<file path="config.mk">
export PLATFORM = sky130hd
export DESIGN_NAME = capture_ctrl
export DESIGN_NICKNAME = d
export VERILOG_FILES = /design/src/rtl/capture_pkg.sv /design/src/rtl/wrap_cnt.sv /design/src/rtl/capture_ctrl.sv
export SDC_FILE = /design/constraint.sdc
export NUM_CORES = 1
export LEC_CHECK = 0
export BUFFER_PORTS_ARGS = -buffer_cell sky130_fd_sc_hd__buf_2
export CAP_MARGIN = 5
export CORE_UTILIZATION = 58
export CTS_BUF_LIST = sky130_fd_sc_hd__clkbuf_16
export CTS_CLUSTER_SIZE = 25
export DETAILED_ROUTE_END_ITERATION = 10
export PLACE_DENSITY = 0.9
export SLEW_MARGIN = 20
export SYNTH_ARGS = -nofsm -noshare
export SYNTH_HDL_FRONTEND = slang
export SYNTH_HIERARCHICAL = 1
export SYNTH_SLANG_ARGS = --single-unit
</file>
<file path="constraint.sdc">
create_clock -name clk -period 3.2 [get_ports clk]
set_input_delay 0.8 -clock clk [delete_from_list [all_inputs] [get_ports clk]]
set_output_delay 0.8 -clock clk [all_outputs]
set_load 0.05 [all_outputs]
</file>
<file path="src/rtl/capture_pkg.sv">
// Shared types and defaults for the scope capture sequencer.
package capture_pkg;

  localparam int DEF_DEPTH = 384;
  localparam int DEF_AW    = 9;
  localparam int NUM_CH    = 5;

  typedef enum logic [2:0] {
    IDLE,
    FILL,
    ARMED,
    POST,
    DONE
  } cap_state_t;

endpackage

</file>
<file path="src/rtl/wrap_cnt.sv">
// Modulo-DEPTH address counter: clear has priority over increment,
// and the count wraps from DEPTH-1 straight back to 0.
module wrap_cnt
  import capture_pkg::*;
#(
  parameter int DEPTH = DEF_DEPTH,
  parameter int AW    = DEF_AW
) (
  input  logic          clk,
  input  logic          rst_n,
  input  logic          clr,
  input  logic          inc,
  output logic [AW-1:0] cnt
);

  localparam logic [AW-1:0] LAST = AW'(DEPTH - 1);

  always_ff @(posedge clk or negedge rst_n) begin
    if (!rst_n) begin
      cnt <= '0;
    end else if (clr) begin
      cnt <= '0;
    end else if (inc) begin
      cnt <= (cnt == LAST) ? '0 : cnt + AW'(1);
    end
  end

endmodule

</file>
<file path="src/rtl/capture_ctrl.sv">
// Capture sequencer: fills pre-trigger samples, arms the channel triggers,
// counts post-trigger samples and reports the last written address in DONE.
module capture_ctrl
  import capture_pkg::*;
#(
  parameter int DEPTH = DEF_DEPTH,
  parameter int AW    = DEF_AW
) (
  input  logic              clk,
  input  logic              rst_n,
  input  logic              run,
  input  logic              stop,
  input  logic [AW-1:0]     trig_pos,
  input  logic              cap_en,
  input  logic [NUM_CH-1:0] ch_trig,
  input  logic              cap_ack,
  output logic              armed,
  output logic              we,
  output logic [AW-1:0]     waddr,
  output logic [AW-1:0]     trig_addr,
  output logic              triggered,
  output logic              capture_done
);

  localparam logic [AW-1:0] LAST     = AW'(DEPTH - 1);
  localparam logic [AW:0]   LAST_EXT = (AW + 1)'(DEPTH - 1);

  cap_state_t    state, state_d;
  logic [AW-1:0] smpl_cnt, smpl_cnt_d;
  logic [AW-1:0] post_cnt, post_cnt_d;
  logic [AW-1:0] trig_pos_c, trig_pos_c_d;
  logic [AW-1:0] trig_addr_d;
  logic          armed_d, triggered_d, capture_done_d;
  logic          waddr_clr;
  logic          trig;
  logic          writing;
  logic [AW:0]   fill_sum;

  assign trig     = &ch_trig;
  assign writing  = (state == FILL) || (state == ARMED) || (state == POST);
  assign we       = cap_en & writing & ~stop;
  assign fill_sum = {1'b0, smpl_cnt} + {1'b0, trig_pos_c};

  wrap_cnt #(
    .DEPTH (DEPTH),
    .AW    (AW)
  ) u_waddr (
    .clk   (clk),
    .rst_n (rst_n),
    .clr   (waddr_clr),
    .inc   (we),
    .cnt   (waddr)
  );

  always_comb begin
    state_d        = state;
    smpl_cnt_d     = smpl_cnt;
    post_cnt_d     = post_cnt;
    trig_pos_c_d   = trig_pos_c;
    armed_d        = armed;
    triggered_d    = triggered;
    capture_done_d = capture_done;
    waddr_clr      = 1'b0;
    // Tracks the most recent write so DONE holds the final sample address.
    trig_addr_d    = we ? waddr : trig_addr;

    case (state)
      IDLE: begin
        if (run) begin
          state_d      = FILL;
          waddr_clr    = 1'b1;
          smpl_cnt_d   = '0;
          post_cnt_d   = '0;
          triggered_d  = 1'b0;
          trig_pos_c_d = (trig_pos > LAST) ? LAST : trig_pos;
        end
      end
      FILL: begin
        if (we) begin
          smpl_cnt_d = smpl_cnt + AW'(1);
          if (fill_sum == LAST_EXT) begin
            armed_d = 1'b1;
            state_d = ARMED;
          end
        end
      end
      ARMED: begin
        if (trig) begin
          triggered_d = 1'b1;
          if (trig_pos_c == '0) begin
            state_d        = DONE;
            armed_d        = 1'b0;
            capture_done_d = 1'b1;
          end else begin
            state_d = POST;
          end
        end
      end
      POST: begin
        if (we) begin
          post_cnt_d = post_cnt + AW'(1);
          if (post_cnt == trig_pos_c - AW'(1)) begin
            state_d        = DONE;
            armed_d        = 1'b0;
            capture_done_d = 1'b1;
          end
        end
      end
      DONE: begin
        if (cap_ack) begin
          state_d        = IDLE;
          triggered_d    = 1'b0;
          capture_done_d = 1'b0;
          trig_addr_d    = '0;
          waddr_clr      = 1'b1;
        end
      end
      default: begin
        state_d = IDLE;
      end
    endcase

    // Abort wins over every other event and leaves IDLE with clean outputs.
    if (stop) begin
      state_d        = IDLE;
      armed_d        = 1'b0;
      triggered_d    = 1'b0;
      capture_done_d = 1'b0;
      trig_addr_d    = '0;
      waddr_clr      = 1'b1;
    end
  end

  always_ff @(posedge clk or negedge rst_n) begin
    if (!rst_n) begin
      state        <= IDLE;
      smpl_cnt     <= '0;
      post_cnt     <= '0;
      trig_pos_c   <= '0;
      armed        <= 1'b0;
      triggered    <= 1'b0;
      capture_done <= 1'b0;
      trig_addr    <= '0;
    end else begin
      state        <= state_d;
      smpl_cnt     <= smpl_cnt_d;
      post_cnt     <= post_cnt_d;
      trig_pos_c   <= trig_pos_c_d;
      armed        <= armed_d;
      triggered    <= triggered_d;
      capture_done <= capture_done_d;
      trig_addr    <= trig_addr_d;
    end
  end

endmodule

</file>
==> qor.yml, run 1 <==
power.internal_uw: 1461
nets: 422
ys.flop_type: "dfrtp_1"
yosysSeqAreaShare_pct: 40.19
cts-resized-gates: 0
synthCells: 352
status: "finished, final reports clean"
timing.final.ws_setup_ps: 334.7
cts_buffers: 5
p_switching_uw: 1055
dr.pass1.iters: 4
start_kind: "flip-flop"
drc: 0
clkPwrFrac_pct: 20.9
worstSkewPairLatency_ps: 290
antenna_cells: 0
vias: 2814
r2r_start: "state[0]$_DFFE_PN0P_"
finalHoldViolations: 0
worstPathRequired_ps: 2400
start_util_pct: 61.01
wl_mm: 7.448
drive_gt1_share_pct: 18.25
crit_start: "state[0]$_DFFE_PN0P_"
port_buffers: 41
synth_top_area_share_pct: 40.19
die_y_um: 76.00
grt_overflow: 0
fin_hold_ws_ps: 505.3
powerDensity_mw_per_mm2: 706.9
power_leakage_uw: 0.001571
hold_class: "input pin to asynchronous set/reset pin"
synth.largest_area_cell: "dfrtp_1"
synth-async-reset-ratio_pct: 100.0
core_area_mm2: 0.005205
wl_per_cell_um: 16.23
maxSlewHeadroom_pct: 61.20
hold_buffers: 0
dieArea_mm2: 0.005775
period_share_pct: 89.54
tightest_slew_ps: 582.1
worst_ir_drop_vdd_mv: 0.3771
cp_max_fo: 16
drtIter0Drc: 177
synth_edf_count: 0
cts_tree: "built"
grt_max_degree: 34
fin_crit_ps: 2865
fin_setup_tns_ps: 0
cts.clk_slew.worst_paths_ps: 70
die_w_um: 76.00
skew_ps: 3.270
slew_viol_final: 0
pre_cts_ws_ps: 390.4
hpwl_mm: 5.458
synthTopCellsByArea: "dfrtp_1 40%, ha_1 5.1%, a21oi_1 4.7%"
synth_area_per_cell_um2: 9.021
final_util_pct: 68.39
cts_setup_buffers: 0
synth-seq-cells: 51
gp_congestion: 0.8943
track_usage_pct: 28.58
htreeDepth: 2
synth_nets: 386
cp_data_arrival_time_ps: 2070
max_freq_ghz: 0.3490
rsz0062_at_grt: "false"
cap_violations: 0
antenna_found_initial: 0
clock-root-buffer: "clkbuf_16"
synthesis.area_mm2: 0.003176
synth.most_common_cell: "dfrtp_1"
ys_types: 65
worstSetupPathType: "flip-flop to output pin"
grt_pass1_wl_mm: 13.43
netSwitchingFraction_pct: 41.94
power_frac_comb_pct: 39.2
row_count: 26
first_global_vias: 2870
vias_per_cell: 6.131
yosys_warnings: 6
cts.sinks: 51
postRouteAntennaNets: 0
syn_to_final_growth_pct: 12.10
io-pin-count: 42
endpoint_kind: "output pin"
synth_common_cells: "51 x dfrtp_1, 39 x nor2_1, 31 x nand2_1"
clockBufferDepth: 2
setup_viol: 0
power_frac_seq_pct: 39.8
-- worst paths after layout --
kind	to	slack, ps	cells after the start
min in group clk	triggered$_DFFE_PN0P_	520	2
min reg2reg	triggered$_DFFE_PN0P_	520	2
max	we	330	4
min	smpl_cnt[5]$_DFFE_PN0P_	510	1
max in group asynchronous	trig_addr[2]$_DFF_PN0_	1930	2
max reg2reg	u_waddr/cnt[5]$_DFFE_PN0P_	520	7
-- metrics by stage --
stage,cells,power [uW],cell area [um2]
after CTS,459,2516,3560
final,459,2516,3560
after global routing,459,2693,3560
after detailed placement,451,1986,3415
after global placement,451,1938,3415
after floorplan,352,1740,3176
-- cells by family (layout without fill, tap and decap cells) --
kind of cell	count (synthesis)	count (layout)	share of synthesized area, %
flip-flops	51	51	40.19
multiplexers	3	3	0.9850
AND/OR/NAND/NOR	147	147	24.35
adder cells (fa/ha/maj)	14	14	5.753
XOR/XNOR	24	24	6.856
AO/OA/AOI/OAI	86	86	17.73
buffers and inverters	27	64	4.137
-- power groups by stage --
| stage | combinational, uW | clock (uW) | sequential, uW |
|---|---|---|---|
| 2_1_floorplan | 794 | 0 | 946 |
| 3_3_place_gp | 945 | 0 | 994 |
| 3_5_place_dp | 977 | 0 | 1010 |
| 4_1_cts | 988 | 535 | 993 |
| 5_1_grt | 1110 | 564 | 1020 |
| 6_report | 987 | 527 | 1000 |
-- placed cells by master (no fill, tap or decap), types with 2 or more instances in the layout --
cell type	instances
nand4_1	10
o31ai_1	2
buf_4	4
nand2b_1	4
or4b_1	2
xor2_1	13
a21oi_1	30
buf_2	41
o21a_1	2
ha_1	13
mux2i_1	2
nor2_1	39
nor3_1	9
and3_1	2
o211ai_1	6
dfrtp_1	51
nor4_1	2
nand2_1	31
nor3b_1	2
nor2b_1	5
xnor2_1	10
a41oi_1	2
inv_1	10
nand4_2	2
or3_1	10
clkinvlp_4	2
nand3b_1	5
clkbuf_16	5
a21o_1	2
a211oi_1	6
o21ai_0	18
nand3_1	12
-- routing by layer --
metal	global-route usage [%]	share of wire, %
met1	37.01	43
met2	48.73	51
met3	4.311	3.9
met4	10.38	2.0
met5	0	0
-- flip-flops by register name, summed over array words and instances (netlist names) --
signal,count
state,3
post_cnt,9
smpl_cnt,9
trig_pos_c,9
u_waddr/cnt,9
capture_done,1
trig_addr,9
armed,1
triggered,1
-- worst max-delay path, cell delays in order (launching register included) --
cell	delay (ps)
dfrtp_1	700
o21ai_1	190
or3_1	520
inv_2	110
buf_2	260
-- layout make-up --
cell class | instances | area [um2]
clock buffers | 5 | 125.1
flip-flops and latches | 51 | 1276
fillers | 402 | 1645
clock inverters | 3 | 20.02
repair buffers | 45 | 235.2
multi-input cells | 274 | 1774
inverters | 11 | 41.29
well taps | 70 | 87.58
Power figures use the tool's default switching activity.
==> inputs of run 2 (changes only) <==
--- a/config.mk
+++ b/config.mk
@@ -11,7 +11,9 @@
 export CTS_BUF_LIST = sky130_fd_sc_hd__clkbuf_16
 export CTS_CLUSTER_SIZE = 25
 export DETAILED_ROUTE_END_ITERATION = 10
-export PLACE_DENSITY = 0.9
+export GPL_TIMING_DRIVEN = 0
+export PLACE_DENSITY_LB_ADDON = 0.3
+export SETUP_SLACK_MARGIN = 0.5
 export SLEW_MARGIN = 20
 export SYNTH_ARGS = -nofsm -noshare
 export SYNTH_HDL_FRONTEND = slang
==> qor.yml, run 2 (same netlist as run 1, synthesis figures left out) <==
status: "finished, final reports clean"
die_y_um: 76.00
die_w_um: 76.00
pre_cts_ws_ps: 302.2
syn_to_final_growth_pct: 17.18
cts.sinks: 51
core_area_mm2: 0.005205
cp_data_arrival_time_ps: 1870
drive_gt1_share_pct: 20.69
gp_congestion: 0.9361
slew_viol_final: 0
port_buffers: 41
fin_crit_ps: 2667
hold_class: "input pin to asynchronous set/reset pin"
postRouteAntennaNets: 0
vias: 2843
endpoint_kind: "output pin"
first_global_vias: 2652
worstSkewPairLatency_ps: 300
drc: 0
fin_setup_tns_ps: 0
layout_commonest_cell: "dfrtp_1"
fillers: 408
power_leakage_uw: 0.001656
finalHoldViolations: 0
final_util_pct: 71.49
cp_max_fo: 10
skew_ps: 10.81
worst_ir_drop_vdd_mv: 0.4206
start_util_pct: 61.01
grt_pass1_wl_mm: 12.80
cts_buffers: 5
setup_viol: 0
fin_total_pwr_uw: 2610
drtIter0Drc: 168
row_count: 26
grt_max_degree: 33
clock-root-buffer: "clkbuf_16"
timing.final.ws_setup_ps: 533.5
period_share_pct: 83.33
dieArea_mm2: 0.005775
wl_mm: 7.626
dr.pass1.iters: 5
worstPathRequired_ps: 2400
hold_buffers: 0
nets: 439
cts.clk_slew.worst_paths_ps: 70
start_kind: "input pin"
vias_per_cell: 5.973
tightest_slew_ps: 551.0
cap_violations: 0
htreeDepth: 2
wl_per_cell_um: 16.02
antenna_found_initial: 0
worstSetupPathType: "input pin to output pin"
cts_tree: "built"
clockBufferDepth: 2
io-pin-count: 42
max_freq_ghz: 0.3750
powerDensity_mw_per_mm2: 701.5
layout_common_cells: "50 x dfrtp_1, 41 x buf_2, 39 x nor2_1"
maxSlewHeadroom_pct: 63.07
grt_overflow: 0
hpwl_mm: 5.426
track_usage_pct: 27.65
antenna_cells: 0
rsz0062_at_grt: "false"
run 2: changes by cell type in the layout (fill, tap and decap cells not counted), moves of 2 or more:
cell / change
buf_12: +3
buf_4: +3
buf_6: +3
clkbuf_1: +5
clkbuf_2: +2
clkinvlp_4: -2
run 2: layout make-up:
type	instances	area (um2)	share of cell area, %
Buffer	16	123.9	3.329
Clock buffer	5	125.1	3.362
Clock inverter	3	16.27	0.4371
Inverter	11	41.29	1.110
Multi-Input combinational cell	274	1779	47.81
Sequential cell	51	1277	34.33
Tap cell	70	87.58	2.354
Timing Repair Buffer	46	270.3	7.263
run 2: final timing paths:
check                                               start                    endpoint  slack [ps]  depth (start not counted)
worst max-delay path                                 stop                          we         530                          7
worst min-delay path                                rst_n   trig_pos_c[3]$_DFFE_PN0P_         450                          1
worst max register to register  trig_pos_c[0]$_DFFE_PN0P_        state[0]$_DFFE_PN0P_         580                          9
worst min register to register      triggered$_DFFE_PN0P_       triggered$_DFFE_PN0P_         510                          2
max in group asynchronous                           rst_n  u_waddr/cnt[5]$_DFFE_PN0P_        2200                          2
min in group clk                    triggered$_DFFE_PN0P_       triggered$_DFFE_PN0P_         510                          2
run 2: metrics by stage:
stage                     hold WS (ps)  area (um2)  std cells
after floorplan                  504.4        3194        352
after global placement           476.0        3487        463
after detailed placement         496.0        3507        464
after CTS                        478.4        3702        476
after global routing             492.7        3721        476
final                            452.3        3721        476
run 2: timing repair:
item                                    4_1_cts  5_1_grt
endpoints found under the setup margin        1        5
gates resized for setup                       6        8
setup buffers                                 4        0
run 2: worst max-delay path: stages:
cell and delay [ps]:
buf_2 110, buf_6 130, or3_1 370, clkbuf_8 140, inv_2 70, buf_12 110, buf_12 120
run 2: report_power, final:
group	leakage [uW]	switching [uW]	internal [uW]	total [uW]
clock	0.0000726	232	286	518
sequential	0.000678	180	760	940
combinational	0.000905	671	482	1150
total	0.00166	1080	1530	2610
run 2: layer usage:
| metal | track usage, % | wire length [um] |
|---|---|---|
| met5 | 0 | 0 |
| met4 | 6.346 | 88 |
| met3 | 4.311 | 342 |
| met2 | 44.09 | 3629 |
| met1 | 39.92 | 3565 |
==> inputs of run 3 (changes only) <==
--- a/config.mk
+++ b/config.mk
@@ -7,7 +7,7 @@
 export LEC_CHECK = 0
 export BUFFER_PORTS_ARGS = -buffer_cell sky130_fd_sc_hd__buf_2
 export CAP_MARGIN = 5
-export CORE_UTILIZATION = 58
+export CORE_UTILIZATION = 52
 export CTS_BUF_LIST = sky130_fd_sc_hd__clkbuf_16
 export CTS_CLUSTER_SIZE = 25
 export DETAILED_ROUTE_END_ITERATION = 10
==> constraint.sdc (replaced) <==
create_clock -name clk -period 2.3 [get_ports clk]
set_input_delay 0.575 -clock clk [delete_from_list [all_inputs] [get_ports clk]]
set_output_delay 0.575 -clock clk [all_outputs]
set_load 0.05 [all_outputs]
==> qor.yml, run 3 (same netlist as run 1, synthesis figures left out) <==
worstSkewPairLatency_ps: 290
wl_mm: 8.005
row_count: 28
stdcell_area_mm2: 0.004169
place_inst: 468
gp_congestion: 0.8316
cap_violations: 0
layout_common_cells: "48 x dfrtp_1, 39 x nor2_1, 38 x buf_2"
netSwitchingFraction_pct: 40.64
skew_ps: 5.985
vias_per_cell: 5.820
clockBufferDepth: 2
dr.pass1.iters: 5
cp_data_arrival_time_ps: 2390
grt_max_degree: 52
fin_crit_ps: 2222
clock-root-buffer: "clkbuf_16"
cts_tree: "built"
vias: 2939
pre_cts_ws_ps: -335.2
track_usage_pct: 26.42
maxSlewHeadroom_pct: 56.47
timing.final.ws_setup_ps: 78.18
status: "finished, final reports clean"
fillers: 463
drive_gt1_share_pct: 32.56
syn_to_final_growth_pct: 31.28
power_frac_seq_pct: 32.0
rsz0062_at_grt: "true"
power.internal_uw: 2446
power_leakage_uw: 0.001839
fin_total_pwr_uw: 4121
first_global_vias: 2825
period_share_pct: 96.60
antenna_cells: 0
finalHoldViolations: 0
slew_viol_final: 0
p_switching_uw: 1675
endpoint_kind: "flip-flop"
tightest_slew_ps: 652.9
die_y_um: 80.15
nets: 463
stdcell_count: 505
worst_ir_drop_vdd_mv: 0.5654
worstSetupPathType: "flip-flop to flip-flop"
io-pin-count: 42
start_kind: "flip-flop"
rr_worst_depth: 9
antenna_found_initial: 0
core_area_mm2: 0.005921
htreeDepth: 2
grt_pass1_wl_mm: 13.12
fin_hold_ws_ps: 307.6
worstPathRequired_ps: 2470
setup_viol: 0
start_util_pct: 53.63
grt_overflow: 0
max_freq_ghz: 0.4501
drc: 0
drtIter0Drc: 136
wl_per_cell_um: 15.85
powerDensity_mw_per_mm2: 988.4
cts.clk_slew.worst_paths_ps: 70
power_frac_comb_pct: 50.7
cts_buffers: 5
port_buffers: 41
dpl-instance-area_mm2: 0.003566
hold_class: "input pin to asynchronous set/reset pin"
layout_commonest_cell: "dfrtp_1"
clkPwrFrac_pct: 17.4
hpwl_mm: 5.323
dieArea_mm2: 0.006423
postRouteAntennaNets: 0
cts.sinks: 51
die_w_um: 80.15
cp_max_fo: 3
## run 3: repair_timing
item / in CTS / in global routing
hold buffers: 0 / 0
pin swaps: 23 / 17
endpoints found under the hold margin: 0 / 0
endpoints found under the setup margin: 39 / 33
gates cloned: 0 / 0
gates resized for setup: 40 / 23
setup buffers: 25 / 4
## run 3: final timing paths
check                                     startpoint                      to  slack [ps]
setup / recovery           trig_pos_c[0]$_DFFE_PN0P_    state[0]$_DFFE_PN0P_          80
hold / removal                                 rst_n  trig_addr[8]$_DFF_PN0_         310
setup reg to reg           trig_pos_c[0]$_DFFE_PN0P_    state[0]$_DFFE_PN0P_          80
hold reg to reg               trig_addr[5]$_DFF_PN0_  trig_addr[5]$_DFF_PN0_         520
max in group asynchronous                      rst_n    state[0]$_DFFE_PN0P_        1510
min in group clk              trig_addr[5]$_DFF_PN0_  trig_addr[5]$_DFF_PN0_         520
## run 3: area by class of cell
cell class / instances / area, um2 / area share, %
multi-input combinational: 274 / 1981 / 47.51
sequential: 51 / 1280 / 30.70
timing repair buffer: 70 / 476.7 / 11.43
buffer: 16 / 152.6 / 3.661
clock buffer: 5 / 125.1 / 3.001
tap: 75 / 93.84 / 2.251
inverter: 11 / 43.79 / 1.050
clock inverter: 3 / 16.27 / 0.3902
## run 3: critical path, stage by stage (launching register included)
cell	delay, ps
dfrtp_2	420
ha_4	150
inv_2	30
fa_2	330
nor2b_4	130
nor4_2	200
nand4_1	150
a211oi_2	220
a41oi_2	160
o32a_1	310
## run 3: per-layer routing
layer  track usage, %  wire [um]
met5                0          0
met4            9.464        148
met3            4.091        275
met2            45.13       4036
met1            33.74       3543
## run 3: stage by stage
stage / utilization, % / TNS [ps]
final: 70.41 / 0
after global routing: 70.41 / 0
after CTS: 68.55 / 0
after detailed placement: 60.23 / -962.5
after global placement: 60.19 / -745.4
after floorplan: - / -67.24
## run 3: power by group through the flow
stage | Sequential (uW) | Clock [uW] | Combinational, uW
3_3_place_gp | 1300 | 0 | 1510
2_1_floorplan | 1320 | 0 | 1160
3_5_place_dp | 1310 | 0 | 1560
4_1_cts | 1300 | 729 | 1910
6_report | 1320 | 716 | 2090
5_1_grt | 1340 | 769 | 2270
